[src/rtl/cpu_pipe_pkg.sv]
// Shared types and limits for the in-order pipeline hazard controller.
// Holds the FSM state encoding, instruction classes and parameter ranges.
package cpu_pipe_pkg;

    typedef enum logic [2:0] {
        IDLE     = 3'd0,
        RUN      = 3'd1,
        FLUSH    = 3'd2,
        BR_WAIT  = 3'd3,
        MEM_WAIT = 3'd4
    } state_e;

    typedef enum logic [2:0] {
        CLS_ALU    = 3'd0,
        CLS_JUMP   = 3'd1,
        CLS_BRANCH = 3'd2,
        CLS_LOAD   = 3'd3,
        CLS_STORE  = 3'd4
    } iclass_e;

    localparam int HAZ_DEPTH_MIN  = 1;
    localparam int HAZ_DEPTH_MAX  = 4;
    localparam int PENALTY_MIN    = 1;
    localparam int PENALTY_MAX    = 7;
    localparam int BR_RES_LAT_MAX = 3;
    localparam int CNT_W          = 3;

    // Class flags are nominally one-hot; if several are set, jump wins, then branch, load, store.
    function automatic iclass_e decode_class(input logic is_jump, input logic is_branch,
                                             input logic is_load, input logic is_store);
        if (is_jump)   return CLS_JUMP;
        if (is_branch) return CLS_BRANCH;
        if (is_load)   return CLS_LOAD;
        if (is_store)  return CLS_STORE;
        return CLS_ALU;
    endfunction

endpackage

[src/rtl/hazard_cmp.sv]
// Read-after-write comparator: flags a decode-stage source register that a
// downstream stage is about to write. Register 0 never creates a dependency.
module hazard_cmp
    import cpu_pipe_pkg::*;
#(
    parameter int REG_W     = 5,
    parameter int HAZ_DEPTH = 2
) (
    input  logic                       dec_valid,
    input  logic [REG_W-1:0]           dec_rs1,
    input  logic [REG_W-1:0]           dec_rs2,
    input  logic                       dec_use_rs1,
    input  logic                       dec_use_rs2,
    input  logic [HAZ_DEPTH*REG_W-1:0] stg_rd,
    input  logic [HAZ_DEPTH-1:0]       stg_rd_we,
    output logic                       dep
);

    if (HAZ_DEPTH < HAZ_DEPTH_MIN || HAZ_DEPTH > HAZ_DEPTH_MAX) begin : g_bad_depth
        $error("hazard_cmp: HAZ_DEPTH must be within 1..4");
    end

    logic any_match;

    always_comb begin
        any_match = 1'b0;
        for (int i = 0; i < HAZ_DEPTH; i++) begin
            if (stg_rd_we[i] && (stg_rd[i*REG_W +: REG_W] != '0) &&
                ((dec_use_rs1 && (stg_rd[i*REG_W +: REG_W] == dec_rs1)) ||
                 (dec_use_rs2 && (stg_rd[i*REG_W +: REG_W] == dec_rs2)))) begin
                any_match = 1'b1;
            end
        end
    end

    assign dep = dec_valid & any_match;

endmodule

[src/rtl/pipe_hazard_ctrl.sv]
// Pipeline hazard/stall controller beside decode: RAW stalls, jump/branch flushes,
// load/store memory waits, one posted store and a saturating stall-cycle counter.
module pipe_hazard_ctrl
    import cpu_pipe_pkg::*;
#(
    parameter int REG_W       = 5,
    parameter int HAZ_DEPTH   = 2,
    parameter int JMP_PENALTY = 2,
    parameter int BR_RES_LAT  = 1,
    parameter int BR_PENALTY  = 2,
    parameter int MEM_MIN     = 2
) (
    input  logic                       clk,
    input  logic                       rst,
    input  logic                       dec_valid,
    input  logic [REG_W-1:0]           dec_rs1,
    input  logic [REG_W-1:0]           dec_rs2,
    input  logic                       dec_use_rs1,
    input  logic                       dec_use_rs2,
    input  logic                       dec_is_jump,
    input  logic                       dec_is_branch,
    input  logic                       dec_is_load,
    input  logic                       dec_is_store,
    input  logic [HAZ_DEPTH*REG_W-1:0] stg_rd,
    input  logic [HAZ_DEPTH-1:0]       stg_rd_we,
    input  logic                       br_taken,
    input  logic                       mem_busy,
    output logic                       en_fetch,
    output logic                       en_decode,
    output logic                       en_exec,
    output logic                       en_wb,
    output logic                       en_regs,
    output logic                       en_addr,
    output logic                       bubble,
    output logic                       flush,
    output logic                       wr_pending,
    output logic [2:0]                 state,
    output logic [15:0]                stall_cycles
);

    if (JMP_PENALTY < PENALTY_MIN || JMP_PENALTY > PENALTY_MAX ||
        BR_PENALTY  < PENALTY_MIN || BR_PENALTY  > PENALTY_MAX ||
        MEM_MIN     < PENALTY_MIN || MEM_MIN     > PENALTY_MAX ||
        BR_RES_LAT  < PENALTY_MIN || BR_RES_LAT  > BR_RES_LAT_MAX) begin : g_bad_penalty
        $error("pipe_hazard_ctrl: penalty/latency parameter out of range");
    end

    logic               dep;
    iclass_e            cls;
    state_e             state_q;
    logic [CNT_W-1:0]   cnt_q;
    logic               wr_pending_q, wr_pending_d;
    logic [15:0]        stall_q, stall_d;
    logic               store_acc, mem_leave;

    hazard_cmp #(.REG_W(REG_W), .HAZ_DEPTH(HAZ_DEPTH)) u_hazard_cmp (
        .dec_valid   (dec_valid),
        .dec_rs1     (dec_rs1),
        .dec_rs2     (dec_rs2),
        .dec_use_rs1 (dec_use_rs1),
        .dec_use_rs2 (dec_use_rs2),
        .stg_rd      (stg_rd),
        .stg_rd_we   (stg_rd_we),
        .dep         (dep)
    );

    assign cls = dec_valid ? decode_class(dec_is_jump, dec_is_branch, dec_is_load, dec_is_store)
                           : CLS_ALU;

    always_ff @(posedge clk or negedge rst) begin
        if (!rst) begin
            state_q <= IDLE;
            cnt_q   <= '0;
        end else begin
            unique case (state_q)
                IDLE: state_q <= RUN;
                RUN: begin
                    if (!dep) begin
                        case (cls)
                            CLS_JUMP:   begin state_q <= FLUSH;    cnt_q <= CNT_W'(JMP_PENALTY); end
                            CLS_BRANCH: begin state_q <= BR_WAIT;  cnt_q <= CNT_W'(BR_RES_LAT);  end
                            CLS_LOAD:   begin state_q <= MEM_WAIT; cnt_q <= CNT_W'(MEM_MIN);     end
                            CLS_STORE: begin
                                if (wr_pending_q) begin
                                    state_q <= MEM_WAIT;
                                    cnt_q   <= CNT_W'(MEM_MIN);
                                end
                            end
                            default: ;
                        endcase
                    end
                end
                FLUSH: begin
                    cnt_q <= cnt_q - 1'b1;
                    if (cnt_q <= CNT_W'(1)) state_q <= RUN;
                end
                BR_WAIT: begin
                    cnt_q <= cnt_q - 1'b1;
                    // br_taken is only meaningful on the last resolution cycle
                    if (cnt_q <= CNT_W'(1)) begin
                        if (br_taken) begin
                            state_q <= FLUSH;
                            cnt_q   <= CNT_W'(BR_PENALTY);
                        end else begin
                            state_q <= RUN;
                        end
                    end
                end
                MEM_WAIT: begin
                    if (cnt_q != '0) cnt_q <= cnt_q - 1'b1;
                    if (mem_leave) state_q <= RUN;
                end
                default: state_q <= IDLE;
            endcase
        end
    end

    always_comb begin
        en_fetch  = 1'b0;
        en_decode = 1'b0;
        en_exec   = 1'b0;
        en_wb     = 1'b0;
        en_regs   = 1'b0;
        en_addr   = 1'b0;
        bubble    = 1'b0;
        flush     = 1'b0;
        unique case (state_q)
            RUN: begin
                en_exec = 1'b1;
                en_wb   = 1'b1;
                en_regs = 1'b1;
                en_addr = 1'b1;
                if (dep) begin
                    bubble = 1'b1;
                end else begin
                    en_fetch  = 1'b1;
                    en_decode = 1'b1;
                end
            end
            FLUSH: begin
                flush    = 1'b1;
                en_fetch = 1'b1;
                en_exec  = 1'b1;
                en_wb    = 1'b1;
            end
            BR_WAIT: begin
                en_exec = 1'b1;
                en_wb   = 1'b1;
            end
            MEM_WAIT: begin
                en_wb   = 1'b1;
                en_regs = 1'b1;
            end
            default: ;
        endcase
    end

    assign store_acc = (state_q == RUN) && !dep && (cls == CLS_STORE) && !wr_pending_q;
    assign mem_leave = (state_q == MEM_WAIT) && (cnt_q <= CNT_W'(1)) && !mem_busy;

    always_comb begin
        wr_pending_d = wr_pending_q;
        if (store_acc)                  wr_pending_d = 1'b1;
        else if (!mem_busy || mem_leave) wr_pending_d = 1'b0;

        stall_d = stall_q;
        if ((!en_fetch || flush) && (stall_q != 16'hFFFF)) stall_d = stall_q + 16'd1;
    end

    always_ff @(posedge clk or negedge rst) begin
        if (!rst) begin
            wr_pending_q <= 1'b0;
            stall_q      <= '0;
        end else begin
            wr_pending_q <= wr_pending_d;
            stall_q      <= stall_d;
        end
    end

    assign wr_pending   = wr_pending_q;
    assign stall_cycles = stall_q;
    assign state        = state_q;

endmodule

[config.mk]
export PLATFORM = sky130hd
export DESIGN_NAME = pipe_hazard_ctrl
export DESIGN_NICKNAME = d
export VERILOG_FILES = /design/src/rtl/cpu_pipe_pkg.sv /design/src/rtl/hazard_cmp.sv /design/src/rtl/pipe_hazard_ctrl.sv
export SDC_FILE = /design/constraint.sdc
export NUM_CORES = 1
export LEC_CHECK = 0
export CAP_MARGIN = 30
export CORE_ASPECT_RATIO = 1.2
export CORE_MARGIN = 3
export CORE_UTILIZATION = 45
export CTS_CLUSTER_DIAMETER = 50
export CTS_CLUSTER_SIZE = 24
export DETAILED_ROUTE_END_ITERATION = 10
export GPL_TIMING_DRIVEN = 0
export PLACE_DENSITY_LB_ADDON = 0.3
export SLEW_MARGIN = 20
export SYNTH_ARGS = -nofsm -noshare
export SYNTH_HDL_FRONTEND = slang
export SYNTH_HIERARCHICAL = 1
export SYNTH_SLANG_ARGS = --single-unit
[constraint.sdc]
create_clock -name clk -period 4.3 [get_ports clk]
set_clock_uncertainty 0.2 [all_clocks]
set_input_delay 1.29 -clock clk [delete_from_list [all_inputs] [get_ports clk]]
set_output_delay 1.29 -clock clk [all_outputs]
set_load 0.05 [all_outputs]
==> results of run 1 <==
==> critical path, cell delays in order <==
cell and delay, ns:
buf_8 0.10, or4_4 0.52, o211ai_1 0.20, o22ai_2 0.13, nor4b_4 0.28, or2_4 0.18, buf_8 0.14
==> worst max path at each step <==
| stage | slack, ns | to | depth (start not counted) |
|---|---|---|---|
| final | -0.03 | en_fetch | 7 |
| after global placement | -1.32 | en_fetch | 7 |
| after detailed placement | -1.36 | en_fetch | 7 |
| after global routing | -0.1 | en_fetch | 7 |
| after CTS | -0.12 | en_fetch | 7 |
| after floorplan | -0.51 | en_fetch | 5 |
==> area by class of cell <==
| type | count | area share (%) |
|---|---|---|
| clock buffers | 4 | 1.82 |
| plain buffers | 4 | 0.857 |
| multi-input cells | 144 | 45.0 |
| diodes | 1 | 0.101 |
| inverters | 7 | 1.06 |
| flip-flops and latches | 23 | 23.2 |
| repair buffers | 66 | 25.5 |
| well taps | 50 | 2.52 |
==> cells in the mapped netlist, types with 3 or more instances <==
master	instances	area, sq um
dfrtp_1	23	576
xor2_1	21	184
nand2_1	12	45.0
xnor2_1	12	105
a21oi_1	11	55.1
nor2_1	9	33.8
inv_1	7	26.3
nand4_1	7	43.8
and3_1	6	37.5
nand3_1	6	30.0
o21ai_0	5	25.0
ha_1	4	50.1
nor3_1	4	20.0
nor4_1	4	25.0
and2_1	3	18.8
==> where the power goes <==
group,switching [W],internal [W]
combinational,0.000585,0.000363
sequential,0.0000735,0.000277
clock,0.0000691,0.0000662
==> cell families (layout without fill, tap and decap cells) <==
group	after synthesis	in the layout	synth area share [%]
compound gates	35	35	15.6
flops	23	23	34.0
other cells	0	1	0
xor+xnor	33	33	17.1
simple gates	67	67	24.2
fa+ha+maj	4	4	2.95
mux	5	5	3.40
buf+inv	11	81	2.81
==> metrics by stage <==
stage | hold slack [ns] | total power, W | util, % | setup TNS, ns
after floorplan | 0.329 | 0.000989 | - | -0.603
after global placement | 0.292 | 0.00126 | 67.7 | -3.44
after detailed placement | 0.303 | 0.00127 | 68.1 | -3.55
after CTS | 0.310 | 0.00143 | 70.1 | -0.179
after global routing | 0.346 | 0.00153 | 71.3 | -0.127
final | 0.307 | 0.00143 | 71.3 | -0.0257
==> routing by layer <==
metal,track usage (%),vias to the layer above,part of all wire (%)
li1,-,799,-
met1,26.2,743,43
met2,32.9,56,49
met3,2.83,7,6.2
met4,5.42,0,1.6
met5,0,-,0
==> registers in the layout (all words and copies together) (netlist names) <==
signal / flops
wr_pending: 1
stall_cycles: 16
cnt_q: 3
state: 3
==> repair_timing <==
action                     CTS  global route
cloned                       0             0
pin swaps                   14            14
setup endpoints to repair    3             3
resized for setup           79            16
hold buffers                 0             0
buffers inserted             3             2
==> results.md, run 1 <==
* Core ar. at 0.00348 sq mm
* Crit-path max FO at 3
* Leakage power at 1.05 nW
* Antenna violations before repair at 1
* Worst Hold Depth at 1
* DRT Pass-1 Iters at 4
* R2R Path End: stall_cycles[3]
* Synthesis-to-layout area growth at 46.5%
* Final Wtd Congestion at 0.804
* Count of different cell masters after synthesis at 46
* FMAX at 231 MHz
* Syn Nets at 215
* Cell Rows at 23
* Worst Path Arrival at 2.84 ns
* Top FF cell, synth: dfrtp_1
* Setup Viol. Count Final at 1
* Fill cells at 260
* H-tree levels at 1
* Maximum clock path buffer count at 2
* FF-to-FF path depth at 7
* Area after DPL at 0.00237 sq mm
* Synth Cell Area at 0.00169 sq mm
* DRC viols at 0
* Final wirelength at 4330 um
* Data required, critical path at 2.81 ns
* Nets@finish at 286
* #FFs+latches synth at 23
* Reg2Reg Setup Slack at 2.12 ns
* CTS buffer count at 3
* Port Buffers at 60
* Slew Limit Fails at 0
* Gr ovfl total at 0
* Initial Util at 48.7%
* Hold crit path type: register to register
* Worst r2r src: stall_cycles[0]
* Final period util at 101%
* Seq/Total Area, Yosys at 34.0%
* Post-DRT Antenna Nets at 0
* Place WS at -1.36 ns
* Worst Hold Launch: stall_cycles[10]
* Ys async rst share at 100%
* Largest net degree at the start of global routing at 17
* Avg Synthesized Cell Area at 9.52 sq um
* Hpwl dp at 3320 um
* First-pass GRT wire length at 6850 um
* RSZ-0062 raised after global routing: yes
* Die height at 73.2 um
* Commonest non-fill, non-tap cells in the layout: clkdlybuf4s50_1, dfrtp_1, xor2_1, nand2_1, xnor2_1
* Clk pin slew, worst setup/hold paths at 0.08 ns
* Crit end category: output pin
* Worst rel slew slack at 66.0%
* I/O pin cnt at 61
* Most common cell after layout, fill and taps aside: clkdlybuf4s50_1
* Clock Latency Late Sink at 0.26 ns
* Critical Path Start Type: primary input
* Hold endpoint: stall_cycles[10]
* All-Layer GR Usage at 19.8%
* Synth Instances at 178
* Final worst path period need at 4.33 ns
* Die width at 62.0 um
* Clock sinks at 23
* Syn. warnings at 6
* Vias in the first global route at 1489
* Crit Path Class: primary input to output pin
* Final hold violations at 0
* Layout cells sized above 1 at 20.6%
* Clock Tree Root: clkbuf_8
* Die ar. at 0.00454 sq mm
* DR iter-0 viols at 52
* Total number of vias at 1605
* Routed len/inst at 14.5 um
* Max-cap violations at 0
* Pwr Density at 578 mW/mm^2
* VDD IR max at 0.560 mV
* Final WS setup at -0.0257 ns
* Multi-input gate area at 0.00112 sq mm
* Vias per cell at 5.37
* Tightest Pin Transition at 0.508 ns
* Dpl cells at 289
* EDFF count, synth at 0
* Non-Filler Instances at 299
* CTS tree: built
* Failing checks: negative setup slack
* CP Launch Point: stg_rd[4]
* Sequential cell area at 576 sq um
* Design Area, Final at 0.00248 sq mm
* Status: finished, violations left
(Power assumes the default switching activity.)
==> inputs of run 2 (changes only) <==
- CORE_UTILIZATION: 45 -> 60
- CTS_CLUSTER_SIZE: 24 -> 20
- DONT_BUFFER_PORTS: unset -> 1
==> run 2 against run 1 <==
  * Via count fell by 10%
  * Register-to-register slack got worse by 0.39 ns
  * Highest routed layer unchanged
  * Critical path depth fell by 1
  * Count of clock-buffer cells in the layout did not move
  * Core utilization fell by 0.39 points
  * Hold slack improved by 0.10 ns
  * Total power fell by 12%
  * Clock power fell by 29%
  * Sequential share of layout area rose by 8.0 points
  * Worst setup slack improved by 0.068 ns
  * Global-route usage rose by 1.8 points
  * The run now ends clean
  * Wire length fell by 11%
==> results.md, run 2 (synthesis gave the netlist of run 1 again) <==
* Status: finished, final reports clean
* Clock Power Share at 7.7% (-1.7 points)
* Largest register FFs at 16 (unchanged)
* Maximum clock path buffer count at 2 (unchanged)
* Clock sinks at 23 (unchanged)
* Buffers and inverters on the worst path at 2 (unchanged)
* Commonest non-fill, non-tap cells in the layout: dfrtp_1, xor2_1, nand2_1, xnor2_1, a21oi_1
* Final wirelength at 3860 um (-11%)
* Clk pin slew, worst setup/hold paths at 0.12 ns (+0.04 ns)
* Final worst path period need at 4.26 ns (-0.0680 ns)
* Clock Tree Root: clkbuf_4
* Most common cell after layout, fill and taps aside: dfrtp_1
* Switch Pwr at 0.000696 W (-4.3%)
* Max-cap violations at 0 (unchanged)
* Slew Limit Fails at 0 (unchanged)
* Worst r2r src: state[0]
* RSZ-0062 raised after global routing: no
* CP Launch Point: stg_rd[1]
* Antenna violations before repair at 0 (-1)
* Die ar. at 0.00350 sq mm (-23%)
* Synthesis-to-layout area growth at 8.86%
* Layout cells sized above 1 at 17.5% (-3.1 points)
* Tightest Pin Transition at 1.03 ns (+0.526 ns)
* Final Wtd Congestion at 0.749 (-6.8%)
* Clock Latency Late Sink at 0.30 ns (+0.04 ns)
* Worst Setup EP: en_decode
* Multi-input gate area at 0.00109 sq mm (-2.5%)
* Internal at 0.000563 W (-20%)
* CP Cell Sequence: or4_4 -> o211ai_1 -> o22ai_2 -> nor4b_4 -> buf_4 -> buf_12
* CTS tree: built
* Critical Path Start Type: primary input
* Vias per cell at 6.50 (+21%)
* Power share of the combinational group at 51.9% (-14 points)
* Fill cells at 213 (-18%)
* Sequential cell area at 576 sq um (unchanged)
* Ant. Diodes at 0 (-1)
* Leakage power at 0.784 nW (-25%)
* CTS buffer count at 3 (unchanged)
* Post-DRT Antenna Nets at 0 (unchanged)
* Sw Ratio at 55.3% (+4.5 points)
* Non-Filler Instances at 222 (-26%)
* Reg2Reg Setup Slack at 1.73 ns (-0.39 ns)
* Dpl cells at 213 (-26%)
* Crit Path Class: primary input to output pin
* Setup Viol. Count Final at 0 (-1)
* Cell Rows at 20 (-13%)
* Worst Hold Depth at 2 (+1)
* Worst Path Arrival at 2.77 ns (-0.07 ns)
* Core ar. at 0.00260 sq mm (-25%)
* DRC viols at 0 (unchanged)
* Gr ovfl total at 0 (unchanged)
* H-tree levels at 1 (unchanged)
* Initial Util at 65.1% (+16 points)
* Crit-path max FO at 3 (unchanged)
* Worst path slowest cell: or4_4
* Flop pwr share at 40.5% (+16 points)
* Largest net degree at the start of global routing at 24 (+7)
* Routed len/inst at 17.4 um (+20%)
* Crit end category: output pin
* R2R Path End: stall_cycles[14]
* DR iter-0 viols at 25 (-52%)
* Final hold violations at 0 (unchanged)
* FF-to-FF path depth at 9 (+2)
* Cts hold-fix bufs at 0 (unchanged)
* FMAX at 235 MHz (+1.6%)
* All-Layer GR Usage at 21.6% (+1.8 points)
* Pwr Density at 683 mW/mm^2 (+18%)
* Hold crit path type: register to register
* Area after DPL at 0.00176 sq mm (-26%)
* Vias in the first global route at 1387 (-6.9%)
* Port Buffers at 0 (-100%)
* Die height at 64.2 um (-12%)
* VDD IR max at 0.648 mV (+16%)
* Cell count along the critical path at 6 (-1)
* Crit path max-delay family: simple AND/OR/NAND/NOR gates
* Data required, critical path at 2.81 ns (about the same)
* Total number of vias at 1443 (-10%)
* DRT Pass-1 Iters at 4 (unchanged)
* Nets@finish at 227 (-21%)
* Final period util at 99.0% (-1.6 points)
* Worst rel slew slack at 31.2% (-35 points)
* I/O pin cnt at 61 (unchanged)
* Die width at 54.5 um (-12%)
* Design Area, Final at 0.00184 sq mm (-26%)
* Biggest cell delay along the critical path at 0.51 ns (about the same)
* Hpwl dp at 2960 um (-11%)
* First-pass GRT wire length at 5840 um (-15%)
-- run 2: cell types whose count changed in the layout (fill, tap and decap cells not counted), moves of 4 or more --
| cell | previous run | this run |
|---|---|---|
| clkdlybuf4s50_1 | 37 | 0 |
| buf_8 | 5 | 0 |
| dlygate4sd2_1 | 5 | 0 |
| buf_2 | 6 | 2 |
| clkdlybuf4s15_1 | 4 | 0 |
-- run 2: worst register-to-register path, cell delays in order (launching register included) --
cell,delay [ns]
dfrtp_1,0.58
buf_4,0.27
nor4b_4,0.14
buf_4,0.18
buf_4,0.14
buf_4,0.13
nor3_1,0.40
and3_1,0.25
nor2_1,0.05
a31oi_1,0.16
-- run 2: timing repair --
item | in CTS | in global routing
setup buffers | 5 | 0
endpoints found under the setup margin | 2 | 2
gates resized for setup | 6 | 0
pin swaps | 3 | 2
-- run 2: layout make-up --
| type | instances | area share [%] |
|---|---|---|
| plain buffers | 4 | 1.15 |
| flip-flops and latches | 23 | 31.2 |
| clock buffers | 4 | 1.42 |
| well taps | 33 | 2.24 |
| multi-input cells | 144 | 59.0 |
| inverters | 7 | 1.42 |
| repair buffers | 7 | 3.53 |
-- run 2: power groups by stage --
stage / registers [W] / logic [W] / clock network, W
floorplan: 0.000494 / 0.000495 / 0
global placement: 0.000510 / 0.000547 / 0
detailed placement: 0.000514 / 0.000587 / 0
CTS: 0.000509 / 0.000649 / 0.000101
global route: 0.000522 / 0.000705 / 0.000111
finish: 0.000510 / 0.000654 / 0.0000964
-- run 2: metal layers --
metal	up-vias	part of all wire, %	global-route usage (%)
li1	674	-	-
met1	686	40	25.8
met2	77	49	38.0
met3	6	9.9	4.43
met4	0	1.2	4.98
met5	-	0	0
-- run 2: how the worst min path moves through the flow --
stage	startpoint	end
final	cnt_q[1]	cnt_q[1]
after global routing	rst	stall_cycles[11]
after CTS	cnt_q[1]	cnt_q[1]
after detailed placement	cnt_q[1]	cnt_q[1]
after global placement	cnt_q[1]	cnt_q[1]
after floorplan	cnt_q[1]	cnt_q[1]
-- run 2: metrics by stage --
| stage | setup TNS, ns | power [W] | util [%] | hold slack, ns | setup slack, ns |
|---|---|---|---|---|---|
| after floorplan | -0.603 | 0.000989 | - | 0.329 | -0.509 |
| after global placement | -0.907 | 0.00106 | 66.7 | 0.355 | -0.665 |
| after detailed placement | -0.169 | 0.00110 | 67.5 | 0.397 | -0.112 |
| after CTS | 0 | 0.00126 | 70.9 | 0.418 | 0.0120 |
| after global routing | 0 | 0.00134 | 70.9 | 0.432 | 0.00425 |
| final | 0 | 0.00126 | 70.9 | 0.410 | 0.0423 |
